$ cat config.mk
export PLATFORM = sky130hd
export DESIGN_NAME = vedic_mult_pipe
export DESIGN_NICKNAME = d
export VERILOG_FILES = /design/src/rtl/vedic_pkg.sv /design/src/rtl/vedic_nxn_comb.sv /design/src/rtl/vedic_mult_pipe.sv
export SDC_FILE = /design/constraint.sdc
export NUM_CORES = 1
export LEC_CHECK = 0
export BUFFER_PORTS_ARGS = -buffer_cell sky130_fd_sc_hd__buf_4
export CAP_MARGIN = 25
export CORE_MARGIN = 4
export CORE_UTILIZATION = 50
export CTS_CLUSTER_DIAMETER = 100
export DETAILED_ROUTE_END_ITERATION = 10
export HOLD_SLACK_MARGIN = 0.12
export MAX_ROUTING_LAYER = met4
export PLACE_DENSITY = 0.74
export SYNTH_ARGS = -nofsm -noshare
export SYNTH_HDL_FRONTEND = slang
export SYNTH_SLANG_ARGS = --single-unit
$ cat constraint.sdc
create_clock -name clk -period 4.7 [get_ports clk]
set_input_delay 0.94 -clock clk [delete_from_list [all_inputs] [get_ports clk]]
set_output_delay 0.94 -clock clk [all_outputs]
set_load 0.03 [all_outputs]
$ cat src/rtl/vedic_pkg.sv
// Shared constants and helpers for the pipelined Vedic multiplier.
package vedic_pkg;

    localparam int unsigned VEDIC_MIN_W = 4;
    localparam int unsigned VEDIC_MAX_W = 32;

    // Two's-complement magnitude of a sign-extended value. The most negative
    // operand maps to 2^(w-1), which still fits in w unsigned bits after truncation.
    function automatic logic [VEDIC_MAX_W-1:0] vedic_mag(input logic [VEDIC_MAX_W-1:0] v);
        return v[VEDIC_MAX_W-1] ? -v : v;
    endfunction

    // Legal operand widths: a power of two inside [VEDIC_MIN_W, VEDIC_MAX_W].
    function automatic bit vedic_width_ok(input int unsigned w);
        return (w >= VEDIC_MIN_W) && (w <= VEDIC_MAX_W) && ((w & (w - 1)) == 0);
    endfunction

endpackage

$ cat src/rtl/vedic_nxn_comb.sv
// Combinational W x W unsigned Urdhva-Tiryakbhyam multiplier, recursive down to
// a 2x2 half-adder leaf.
module vedic_nxn_comb #(
    parameter int unsigned W = 4
) (
    input  logic [W-1:0]   a,
    input  logic [W-1:0]   b,
    output logic [2*W-1:0] p
);

    if (W == 2) begin : g_leaf
        logic cross_lo;
        logic cross_hi;
        logic top;
        logic c1;

        assign cross_lo = a[1] & b[0];
        assign cross_hi = a[0] & b[1];
        assign top      = a[1] & b[1];
        // Two half adders: one on the cross terms, one folding the carry into the top term.
        assign c1       = cross_lo & cross_hi;
        assign p[0]     = a[0] & b[0];
        assign p[1]     = cross_lo ^ cross_hi;
        assign p[2]     = top ^ c1;
        assign p[3]     = top & c1;
    end else begin : g_rec
        localparam int unsigned H = W / 2;

        logic [W-1:0] ll;
        logic [W-1:0] hl;
        logic [W-1:0] lh;
        logic [W-1:0] hh;
        logic [W:0]   mid;

        vedic_nxn_comb #(.W(H)) u_ll (.a(a[H-1:0]), .b(b[H-1:0]), .p(ll));
        vedic_nxn_comb #(.W(H)) u_hl (.a(a[W-1:H]), .b(b[H-1:0]), .p(hl));
        vedic_nxn_comb #(.W(H)) u_lh (.a(a[H-1:0]), .b(b[W-1:H]), .p(lh));
        vedic_nxn_comb #(.W(H)) u_hh (.a(a[W-1:H]), .b(b[W-1:H]), .p(hh));

        assign mid = {1'b0, hl} + {1'b0, lh};
        assign p   = {hh, ll} + {{(H - 1){1'b0}}, mid, {H{1'b0}}};
    end

endmodule

$ cat src/rtl/vedic_mult_pipe.sv
// Three-stage pipelined WIDTH x WIDTH Vedic multiplier with per-beat signed mode
// and a global-stall valid/ready handshake.
module vedic_mult_pipe
    import vedic_pkg::*;
#(
    parameter int unsigned WIDTH = 8
) (
    input  logic               clk,
    input  logic               rst_n,
    input  logic               in_valid,
    output logic               in_ready,
    input  logic [WIDTH-1:0]   in_a,
    input  logic [WIDTH-1:0]   in_b,
    input  logic               in_signed,
    output logic               out_valid,
    input  logic               out_ready,
    output logic [2*WIDTH-1:0] out_p
);

    localparam int unsigned HALF = WIDTH / 2;
    localparam int unsigned PW   = 2 * WIDTH;

    if (!vedic_width_ok(WIDTH)) begin : g_width_check
        $error("vedic_mult_pipe: WIDTH must be a power of two in [4, 32]");
    end

    logic             adv;
    logic [WIDTH-1:0] a_mag;
    logic [WIDTH-1:0] b_mag;
    logic             neg_d;

    logic [WIDTH-1:0] a1_q, b1_q;
    logic             neg1_q, v1_q;

    logic [WIDTH-1:0] ll_d, hl_d, lh_d, hh_d;
    logic [WIDTH-1:0] ll_q, hl_q, lh_q, hh_q;
    logic             neg2_q, v2_q;

    logic [WIDTH:0]   mid;
    logic [PW-1:0]    p_sum;
    logic [PW-1:0]    p_d;
    logic [PW-1:0]    p_q;
    logic             v3_q;

    // Whole pipe moves together; only a held output can stall it.
    assign adv      = !v3_q || out_ready;
    assign in_ready = adv;

    // Operand magnitudes and result sign for the capture stage.
    always_comb begin
        a_mag = in_a;
        b_mag = in_b;
        neg_d = in_signed & (in_a[WIDTH-1] ^ in_b[WIDTH-1]);
        if (in_signed) begin
            a_mag = WIDTH'(vedic_mag(VEDIC_MAX_W'($signed(in_a))));
            b_mag = WIDTH'(vedic_mag(VEDIC_MAX_W'($signed(in_b))));
        end
    end

    // S1: capture magnitudes, sign and valid.
    always_ff @(posedge clk or negedge rst_n) begin
        if (!rst_n) begin
            a1_q   <= '0;
            b1_q   <= '0;
            neg1_q <= 1'b0;
            v1_q   <= 1'b0;
        end else if (adv) begin
            a1_q   <= a_mag;
            b1_q   <= b_mag;
            neg1_q <= neg_d;
            v1_q   <= in_valid;
        end
    end

    vedic_nxn_comb #(.W(HALF)) u_ll (.a(a1_q[HALF-1:0]),     .b(b1_q[HALF-1:0]),     .p(ll_d));
    vedic_nxn_comb #(.W(HALF)) u_hl (.a(a1_q[WIDTH-1:HALF]), .b(b1_q[HALF-1:0]),     .p(hl_d));
    vedic_nxn_comb #(.W(HALF)) u_lh (.a(a1_q[HALF-1:0]),     .b(b1_q[WIDTH-1:HALF]), .p(lh_d));
    vedic_nxn_comb #(.W(HALF)) u_hh (.a(a1_q[WIDTH-1:HALF]), .b(b1_q[WIDTH-1:HALF]), .p(hh_d));

    // S2: register the four half-width partial products.
    always_ff @(posedge clk or negedge rst_n) begin
        if (!rst_n) begin
            ll_q   <= '0;
            hl_q   <= '0;
            lh_q   <= '0;
            hh_q   <= '0;
            neg2_q <= 1'b0;
            v2_q   <= 1'b0;
        end else if (adv) begin
            ll_q   <= ll_d;
            hl_q   <= hl_d;
            lh_q   <= lh_d;
            hh_q   <= hh_d;
            neg2_q <= neg1_q;
            v2_q   <= v1_q;
        end
    end

    // Accumulate partial products and restore the sign.
    always_comb begin
        mid   = {1'b0, hl_q} + {1'b0, lh_q};
        p_sum = {hh_q, ll_q} + (PW'(mid) << HALF);
        p_d   = neg2_q ? -p_sum : p_sum;
    end

    // S3: registered product and output valid.
    always_ff @(posedge clk or negedge rst_n) begin
        if (!rst_n) begin
            p_q  <= '0;
            v3_q <= 1'b0;
        end else if (adv) begin
            p_q  <= p_d;
            v3_q <= v2_q;
        end
    end

    assign out_p     = p_q;
    assign out_valid = v3_q;

endmodule

==> results.md <==
- Synth top area cells: dfrtp_1 29%, ha_1 19%, and2_1 6.5%, nand2_1 6.2%, xor2_1 4.5%
- Register area share after synthesis: 29.3%
- Post-synth EDFFs: 0
- Final Max Slew Viols: 0
- Slew margin rel.: 41.9%
- Crit path cell chain: ha_1, inv_1, fa_1, nor2b_1, o21ai_0, a21boi_0, o21a_1, nor2_1, xnor2_1, ha_1, nor3b_1, a311oi_1, o311ai_0, a21o_1, nor4b_4, a311oi_1, o31ai_2
- Die width: 117 um
- First-pass GRT wire length: 21,500 um
- DR vias: 4,635
- Vias in the first global route: between 4,000 and 5,000
- Largest net degree at the start of global routing: 92
- Tmin final: 3.97 ns
- Routed len/inst: between 15 and 20 um
- Crit path max fanout: 10
- Post-route clock period utilization: 84.5%
- Share of the synthesized area in the top cell type: 29.3%
- Drt first pass iters: 5
- Max incr delay on CP: 0.41 ns
- Post-CTS Resized: 0
- Worst Skew: between 0.004 and 0.005 ns
- Layout area overhead: 11.3%
- Vias per inst: 5.54
- Clk buf depth: 2
- Post-synth ARST share: 100%
- Total Wirelength: 12,600 um
- WS Path Type: reg2reg
- Worst Path Required: approximately 5 ns
- CTS hold repair buffers: 0
- Clock Sinks: 69
- Synthesized net count: just under 800
- Predominant post-synthesis flop cell: dfrtp_1
- Most frequent cells after synthesis: 98 x nand2_1, 90 x ha_1, 69 x dfrtp_1
- Synthesized area per cell: between 8 and 9 sq um
- H-Tree Depth: 3
- IO Pins: 39
- Gr usage total: 20.4%
- Setup slack, reg-to-reg: a little over 0.7 ns
- Initial Utilization: 51.4%
- Finished Cell Area: 0.00656 sq mm
- Slew @ Worst Pin: 0.871 ns
- Worst path buffer plus inverter count: 1
- Ys Warns: 0
- GPL Wtd Cong: around 0.90
- Worst path slowest cell: fa_1
- Cell taking the most area after synthesis: dfrtp_1
- Critical Path End Type: flop
- Fraction of layout cells with a size suffix above 1: 9.09%
- Hold Path Class: reg2reg
- Logic pwr share: 65.8%
- Post-CTS setup buffers: 0
- Die area: 0.0136 sq mm
- Grt ovf: 0
- Critical Path Source Type: flop
- Dpl hpwl: ~9600 um
- VDD IR max: between 0.5 and 0.6 mV
- Run status: completed
- Worst path top cell family by delay: compound AO/OA/AOI/OAI gates
- Post-DRT Antenna Nets: 0
- PD cells: 754 mW/mm^2
- Most common cell in the netlist: nand2_1
- # rows: 39
- Port bufs: 38
- Int Power: 2.57 mW
- Clock power frac: between 10% and 20%
- CTS buffer count: 9
- Max Fclk: 252 MHz
- Core area: 0.0115 sq mm
- Synth cell types: 48
- DRC violations left: 0
- # diodes: 0
- Initial antenna violation count: 0
- WP data arrival: 4.22 ns
- # fillers: 1,024
- Switch share: 47.9%
- Worst-path clk slew: approximately 0.060 ns
- Leak: 3.43 nW
- Max_cap viols: 0
- Final Net Count: 810
- CTS tree: yes
- Final setup vio count: 0
- RSZ-0062 raised after global routing: no
- Seq pwr share: 21.7%
- Syn Inst Count: approximately 660
- NetSw: 2.37 mW
- Synth Register Bits: 69
- Placed Instance Area: 0.00629 sq mm
- Root Buffer: clkbuf_16
- Starting DRT DRC Count: between 150 and 200
- Clk_lat worst skew: 0.33 ns
- Final hold vios: 0
- Setup TNS Final: 0 ns
- Post-Syn Area: 0.00589 sq mm
- Chip Height: 117 um
## per-layer routing
metal	global-route usage (%)	wire length (um)	up-vias
met3	3.78	433	27
met2	34.7	6260	85
li1	-	-	2342
met1	24.5	5570	2181
met5	-	0	-
met4	6.50	300	0
## worst register-to-register path, cell delays in order, from the launching register on
cell and delay (ns):
dfrtp_1 0.35, ha_1 0.17, inv_1 0.06, fa_1 0.41, nor2b_1 0.12, o21ai_0 0.09, a21boi_0 0.28, o21a_1 0.17
nor2_1 0.05, xnor2_1 0.19, ha_1 0.38, nor3b_1 0.19, a311oi_1 0.21, o311ai_0 0.25, a21o_1 0.28, nor4b_4 0.29
a311oi_1 0.15, o31ai_2 0.24
## sequential cells by signal, summed over array words and instances (netlist names)
signal and flops:
out_p 16, a1_q 8, b1_q 8, hh_q 8
hl_q 8, lh_q 8, ll_q 8, neg1_q 1
neg2_q 1, out_valid 1, v1_q 1, v2_q 1
## cell families after synthesis
| logic type | Yosys count | synth area share, % |
|---|---|---|
| buf+inv | 44 | 2.97 |
| xor+xnor | 58 | 8.62 |
| mux | 4 | 0.701 |
| fa+ha+maj | 100 | 22.5 |
| compound gates | 146 | 15.9 |
| flops | 69 | 29.3 |
| simple gates | 238 | 20.0 |
## power by group through the flow
stage          clock (mW)  combinational [mW]  sequential (mW)
2_1_floorplan           0                2.48             1.13
3_3_place_gp            0                3.17             1.07
3_5_place_dp            0                3.25             1.09
4_1_cts             0.634                3.28             1.08
5_1_grt             0.660                3.69             1.11
6_report            0.617                3.25             1.07
## layout by cell type, fill, tap and decap left out, types with 3 or more instances in the layout
| master | netlist | routed |
|---|---|---|
| and2_1 | 61 | 61 |
| o21bai_1 | 4 | 4 |
| o21ai_0 | 48 | 48 |
| nor2_1 | 29 | 29 |
| ha_1 | 90 | 90 |
| or3_1 | 7 | 7 |
| a21oi_1 | 36 | 36 |
| a211o_1 | 3 | 3 |
| a211oi_1 | 3 | 3 |
| dfrtp_1 | 69 | 69 |
| xnor2_1 | 28 | 28 |
| nand2b_1 | 4 | 4 |
| xor2_1 | 30 | 30 |
| clkbuf_16 | 0 | 9 |
| nand2_1 | 98 | 98 |
| nor3b_1 | 3 | 3 |
| inv_1 | 23 | 23 |
| o31ai_1 | 5 | 5 |
| mux2i_1 | 3 | 3 |
| nor4_1 | 3 | 3 |
| nand3_1 | 17 | 17 |
| buf_4 | 0 | 40 |
| nor2b_1 | 6 | 5 |
| a21o_1 | 28 | 28 |
| nand4_1 | 3 | 3 |
| fa_1 | 10 | 10 |
## cell type report
cell class	count	area, sq um	area share [%]
Timing Repair Buffer	40	300	4.58
Clock buffer	11	243	3.70
Clock inverter	4	25.0	0.382
Tap cell	143	179	2.73
Sequential cell	69	1730	26.3
Inverter	23	86.3	1.32
Multi-Input combinational cell	546	4000	61.0
## metrics by stage
stage | total power, mW | hold WS [ns] | utilization (%) | worst slack [ns] | cells
4_1_cts | 4.99 | 0.461 | 57.2 | 0.719 | 836
3_5_place_dp | 4.34 | 0.444 | 54.8 | 0.751 | 821
6_report | 4.94 | 0.457 | 57.2 | 0.727 | 836
2_1_floorplan | 3.60 | 0.430 | - | 1.13 | 659
5_1_grt | 5.46 | 0.474 | 57.2 | 0.410 | 836
3_3_place_gp | 4.24 | 0.442 | 54.8 | 0.899 | 821
## path summary, 6_finish.rpt
kind                       startpoint   endpoint  depth (start not counted)
min                              v2_q  out_valid                          1
max reg2reg                   hl_q[0]  out_p[15]                         17
min in group asynchronous       rst_n    hh_q[7]                          1
max in group asynchronous       rst_n  out_p[13]                          1
max                           hl_q[0]  out_p[15]                         17
min reg2reg                      v2_q  out_valid                          1
(Power assumes the default switching activity.)
